==> src/rtl/multicycle_control.sv <==
// Multicycle CPU main control FSM (Moore, fetch/decode/execute sequencing).
// Define MULTICYCLE_JUMP_EN to add the JUMP state for opcode 0x02.
module multicycle_control (
  input  logic       clk,
  input  logic       reset,
  input  logic [5:0] opcode,
  input  logic       mem_ready,
  output logic       pc_write,
  output logic       pc_write_cond,
  output logic       i_or_d,
  output logic       mem_read,
  output logic       mem_write,
  output logic       ir_write,
  output logic       mem_to_reg,
  output logic       reg_dst,
  output logic       reg_write,
  output logic       alu_src_a,
  output logic [1:0] alu_src_b,
  output logic [1:0] aluop,
  output logic [1:0] pc_source,
  output logic       illegal,
  output logic [3:0] state
);

  localparam logic [5:0] OpRtype = 6'h00;
  localparam logic [5:0] OpLw    = 6'h23;
  localparam logic [5:0] OpSw    = 6'h2B;
  localparam logic [5:0] OpBeq   = 6'h04;
  localparam logic [5:0] OpAddi  = 6'h08;
`ifdef MULTICYCLE_JUMP_EN
  localparam logic [5:0] OpJ     = 6'h02;
`endif

  typedef enum logic [3:0] {
    StFetch  = 4'd0,
    StDecode = 4'd1,
    StMemAdr = 4'd2,
    StMemRd  = 4'd3,
    StMemWb  = 4'd4,
    StMemWr  = 4'd5,
    StExec   = 4'd6,
    StAluWb  = 4'd7,
    StBranch = 4'd8,
    StAddiEx = 4'd9,
    StAddiWb = 4'd10
`ifdef MULTICYCLE_JUMP_EN
    ,
    StJump   = 4'd11
`endif
  } state_e;

  state_e state_q, state_d;

  always_ff @(posedge clk) begin
    if (reset) begin
      state_q <= StFetch;
    end else begin
      state_q <= state_d;
    end
  end

  assign state = state_q;

  always_comb begin
    state_d       = StFetch;
    pc_write      = 1'b0;
    pc_write_cond = 1'b0;
    i_or_d        = 1'b0;
    mem_read      = 1'b0;
    mem_write     = 1'b0;
    ir_write      = 1'b0;
    mem_to_reg    = 1'b0;
    reg_dst       = 1'b0;
    reg_write     = 1'b0;
    alu_src_a     = 1'b0;
    alu_src_b     = 2'd0;
    aluop         = 2'd0;
    pc_source     = 2'd0;
    illegal       = 1'b0;

    case (state_q)
      StFetch: begin
        mem_read  = 1'b1;
        alu_src_b = 2'd1;
        ir_write  = mem_ready;
        pc_write  = mem_ready;
        state_d   = mem_ready ? StDecode : StFetch;
      end
      StDecode: begin
        alu_src_b = 2'd3;
        case (opcode)
          OpRtype:     state_d = StExec;
          OpLw, OpSw:  state_d = StMemAdr;
          OpBeq:       state_d = StBranch;
          OpAddi:      state_d = StAddiEx;
`ifdef MULTICYCLE_JUMP_EN
          OpJ:         state_d = StJump;
`endif
          default: begin
            state_d = StFetch;
            illegal = 1'b1;
          end
        endcase
      end
      StMemAdr: begin
        alu_src_a = 1'b1;
        alu_src_b = 2'd2;
        state_d   = (opcode == OpLw) ? StMemRd : StMemWr;
      end
      StMemRd: begin
        mem_read = 1'b1;
        i_or_d   = 1'b1;
        state_d  = mem_ready ? StMemWb : StMemRd;
      end
      StMemWb: begin
        reg_write  = 1'b1;
        mem_to_reg = 1'b1;
      end
      StMemWr: begin
        mem_write = 1'b1;
        i_or_d    = 1'b1;
        state_d   = mem_ready ? StFetch : StMemWr;
      end
      StExec: begin
        alu_src_a = 1'b1;
        aluop     = 2'd2;
        state_d   = StAluWb;
      end
      StAluWb: begin
        reg_write = 1'b1;
        reg_dst   = 1'b1;
      end
      StBranch: begin
        alu_src_a     = 1'b1;
        aluop         = 2'd1;
        pc_write_cond = 1'b1;
        pc_source     = 2'd1;
      end
      StAddiEx: begin
        alu_src_a = 1'b1;
        alu_src_b = 2'd2;
        state_d   = StAddiWb;
      end
      StAddiWb: begin
        reg_write = 1'b1;
      end
`ifdef MULTICYCLE_JUMP_EN
      StJump: begin
        pc_write  = 1'b1;
        pc_source = 2'd2;
      end
`endif
      default: state_d = StFetch;
    endcase

    // Reset must never let a write strobe or illegal escape, even mid-instruction.
    if (reset) begin
      pc_write      = 1'b0;
      pc_write_cond = 1'b0;
      mem_read      = 1'b0;
      mem_write     = 1'b0;
      ir_write      = 1'b0;
      reg_write     = 1'b0;
      illegal       = 1'b0;
    end
  end

endmodule

==> config.mk <==
export PLATFORM = sky130hd
export DESIGN_NAME = multicycle_control
export DESIGN_NICKNAME = d
export VERILOG_FILES = /design/src/rtl/multicycle_control.sv
export SDC_FILE = /design/constraint.sdc
export NUM_CORES = 1
export LEC_CHECK = 0
export ABC_AREA = 0
export CAP_MARGIN = 20
export CORE_ASPECT_RATIO = 0.9
export CORE_MARGIN = 3
export CORE_UTILIZATION = 33
export DETAILED_ROUTE_END_ITERATION = 7
export GPL_TIMING_DRIVEN = 0
export PLACE_DENSITY = 0.79
export SLEW_MARGIN = 20
export SYNTH_ARGS = -nofsm -noshare
export SYNTH_HDL_FRONTEND = slang
export SYNTH_SLANG_ARGS = --single-unit
==> constraint.sdc <==
create_clock -name clk -period 1.45 [get_ports clk]
set_input_delay 0.29 -clock clk [delete_from_list [all_inputs] [get_ports clk]]
set_output_delay 0.29 -clock clk [all_outputs]
set_load 0.01 [all_outputs]
==> flow_results.org <==
** Synthesis
- Counting flops and latches in the post-synthesis netlist gives 4.
- Synthesis produced a netlist with a net count of 83.
- Multiplexer fraction of the synthesized cell area :: 4.15%
- The Yosys step of the flow raised 0 warnings.
- In the synthesized netlist, the number of instances is 74.
- Among all flip-flop cells after synthesis, the most frequent one is dfxtp_1.
- Post-Synth Simple-Gate Area :: 44.4%
- After synthesis, the largest family of logic cells by area is simple AND/OR/NAND/NOR gates.
- Yosys mapped a number of flops with a built-in enable equal to 0.
- Summing the areas of all fa, ha and maj instances in the mapped netlist gives 0% of the synthesized area.
- Xor and xnor area share after synthesis :: 3.41%
- Sequential share of the synthesized area :: 15.6%
- Summed instance area of the synthesized netlist :: 513 um2
- A synthesized cell averages 6.93 um2.
- Compound-gate portion of the synthesized area :: 20.0%
- Synthesis instantiated 33 different standard cells from the library.
- In the synthesized netlist the async set-or-reset flop fraction comes to 0%.

** Clock network
- The number of clock buffers added by TritonCTS is 3.
- Clock-pin slew reported for the worst setup and hold paths after clock tree synthesis :: 0.06 ns
- In this run the clock root is driven by a clkbuf_4.
- For this design, the sink count on the clock tree is 4.
- The later pin in the worst-skew pair is clocked with a latency of 0.26 ns.
- In this run the deepest clock path goes through 2 buffers.
- TritonCTS clock tree :: built
- Number of levels the H-tree was split into :: 1

** Worst hold path
- Hold Path Class :: input port to flop

** Power
- The worst-case IR drop observed on VDD is 0.499 mV.
- Dividing total power by cell area gives a power density of 363 mW/mm2.
- Leakage component of the power :: 0.541 nW

** Placed design
- Placed wire-length estimate :: 1160 um
- Counting tap cells, the placed design contains a total of 116 instances.
- Buffers placed on the I/O ports in this run total 28.
- At the end of routability-driven placement, the weighted congestion stood at 0.810.

** Outcome
- The flow ran to the end, but the final reports show violations.
- The final reports fail on negative setup slack.

** GRT
- The initial antenna violation count is 0.
- Number of global-route vias before repair :: 700
- Pin count of the biggest net entering global routing :: 11
- Global routing finished with a remaining overflow of 0.
- The first global-routing pass estimated 3110 um of wire.
- Global routing used 20.9% of the available tracks across all layers.

** STA
- Worst clock skew on the final layout :: 0.0231 ns
- For the pin with the worst max-slew slack, the measured transition is 0.527 ns.
- Highest achievable clock rate :: 0.521 GHz
- The final critical path takes up 132% of the cycle.
- Number of setup violations in the final report :: 17
- Minimum period implied by the final worst setup slack :: 1.92 ns
- Setup repair after global routing could not meet its margin everywhere.
- The final number of hold-violating endpoints is 0.
- Headroom to the max-slew limit came out at 64.4%.
- Minimum setup slack in the final design :: -0.469 ns
- The count of final max-slew check failures is 0.
- Adding up every negative setup slack in the final design gives -3.44 ns.

** Die
- Row generation in the floorplan step produced 12 rows.
- Height of the die :: 43.4 um
- Floorplan Core Area :: 0.00134 mm2
- DIE AREA :: 0.00206 mm2
- Top Ports :: 30
- Chip width :: 47.6 um
- Initial core utilization :: 38.4%

** Drt
- In this run, the number of DRC markers left after iteration 0 of detailed routing was 36.
- The detail route stage leaves a number of antenna-violating nets equal to 0.
- After detailed routing, the number of vias per cell comes to 6.24.
- Detailed-route wire length :: 3170 um
- Drc violations :: 0
- Via count :: 918
- Average wire per standard cell :: 21.6 um
- The first detailed-routing pass took 5 iterations.

** Worst setup path
- Required time at the worst-slack endpoint :: 1.16 ns
- The largest single stage delay on the critical path is 0.50 ns.
- Kind of end point of the critical path :: primary output
- Of all nets on the critical path, the largest fanout is 3.
- Broken down by cell family, the worst path's largest delay share belongs to simple AND/OR/NAND/NOR gates.
- The critical path goes through or2_4 -> or4_4 -> a21oi_4 -> buf_6.
- The critical path is of the flop to primary output type.
- STA classifies the critical path startpoint as a flop.
- Critical path arrival :: 1.63 ns
- Counting both buffers and inverters, the worst setup path holds a total of 1.
- For this design, the slowest cell found on the critical path is or4_4.

** Run
- # Max-Cap Violations :: 0

** Finish
- Final non-filler cell total :: 147
- Compared with the post-synthesis result, the final layout area differs by 145%.
- The register with the most flip-flops in the layout has 4 of them.
- Cells with a size suffix above 1 make up 66.2% of the layout.
- Antenna Cells :: 0
- Total Nets Final :: 143
per-stage QoR:
stage	util, %	hold WS [ns]	setup slack [ns]	total power (W)	instance area [um2]
2_1_floorplan	-	0.368	-0.106	0.000176	542
3_3_place_gp	62.8	0.633	-0.969	0.000236	840
3_5_place_dp	62.8	0.640	-0.981	0.000237	840
4_1_cts	77.2	0.521	-0.438	0.000412	1030
5_1_grt	93.9	0.532	-0.503	0.000483	1250
6_report	93.9	0.507	-0.469	0.000455	1250
layout by cell type, fill, tap and decap left out, types with 2 or more instances in the layout:
master,instances
and3_4,2
dlygate4sd2_1,9
nor2_1,8
nor3b_2,2
nor3_4,2
nor3_2,2
clkbuf_4,3
buf_4,19
buf_2,11
nor2_4,2
o21ai_2,2
o21ai_1,2
dfxtp_4,4
buf_6,16
nand2b_4,4
nor4_1,3
nand3b_1,2
a21oi_1,4
inv_2,2
buf_8,4
nand2b_1,2
worst reg2reg max path: stages (launching register included):
cell	delay [ns]
dfxtp_4	0.36
buf_4	0.12
buf_6	0.11
buf_4	0.11
nor4bb_1	0.50
a211oi_2	0.07
a2bb2oi_1	0.16
nor2_1	0.10
area by class of cell:
| class | instances | area [um2] |
|---|---|---|
| multi-input cells | 60 | 539 |
| repair buffers | 57 | 489 |
| flip-flops and latches | 4 | 95.1 |
| fillers | 43 | 81.3 |
| plain buffers | 6 | 80.1 |
| clock buffers | 4 | 26.3 |
| well taps | 14 | 17.5 |
| inverters | 2 | 7.51 |
where the power goes:
part           switching (W)  internal [W]  total (W)
clock network      0.0000660      0.000104   0.000170
logic              0.0000817     0.0000915   0.000173
registers         0.00000448      0.000107   0.000111
total               0.000152      0.000303   0.000455
routing by layer:
metal  vias to the layer above  routed length [um]  global-route usage (%)
met2                        92                1470                    35.8
met4                         0                 191                    9.68
met5                         -                   0                       0
met3                        28                 346                    4.56
li1                        384                   -                       -
met1                       414                1160                    23.8
cells in the mapped netlist, drive strengths merged, types with 2 or more instances:
master / n / share of area [%]
nor2: 11 / 8.0
nor3: 4 / 3.9
a21oi: 6 / 5.9
o21ai: 5 / 4.9
xnor2: 2 / 3.4
nor3b: 2 / 2.9
and3: 2 / 2.4
nor4: 4 / 4.9
nand2b: 6 / 8.8
inv: 2 / 1.5
nand3b: 2 / 2.9
buf: 7 / 9.5
dfxtp: 4 / 16
cell families after synthesis:
group           count (synthesis)
simple gates                   38
compound gates                 17
buf+inv                        10
flops                           4
xor+xnor                        2
mux                             2
other cells                     1
repair_timing:
action,in CTS,in global routing
gates cloned,0,0
setup endpoints to repair,23,16
hold buffers,0,0
buffers inserted,15,15
pin swaps,11,10
gates resized for setup,116,31
path summary, 6_finish.rpt:
path | startpoint | endpoint | slack, ns | cells after the start
worst min-delay path | opcode[4] | state[3] | 0.51 | 4
worst max-delay path | state[2] | illegal | -0.47 | 4
worst max register to register | state[2] | state[0] | -0.17 | 7
worst min register to register | state[0] | state[3] | 0.57 | 2
No activity file was read; power rests on OpenSTA's default activity.
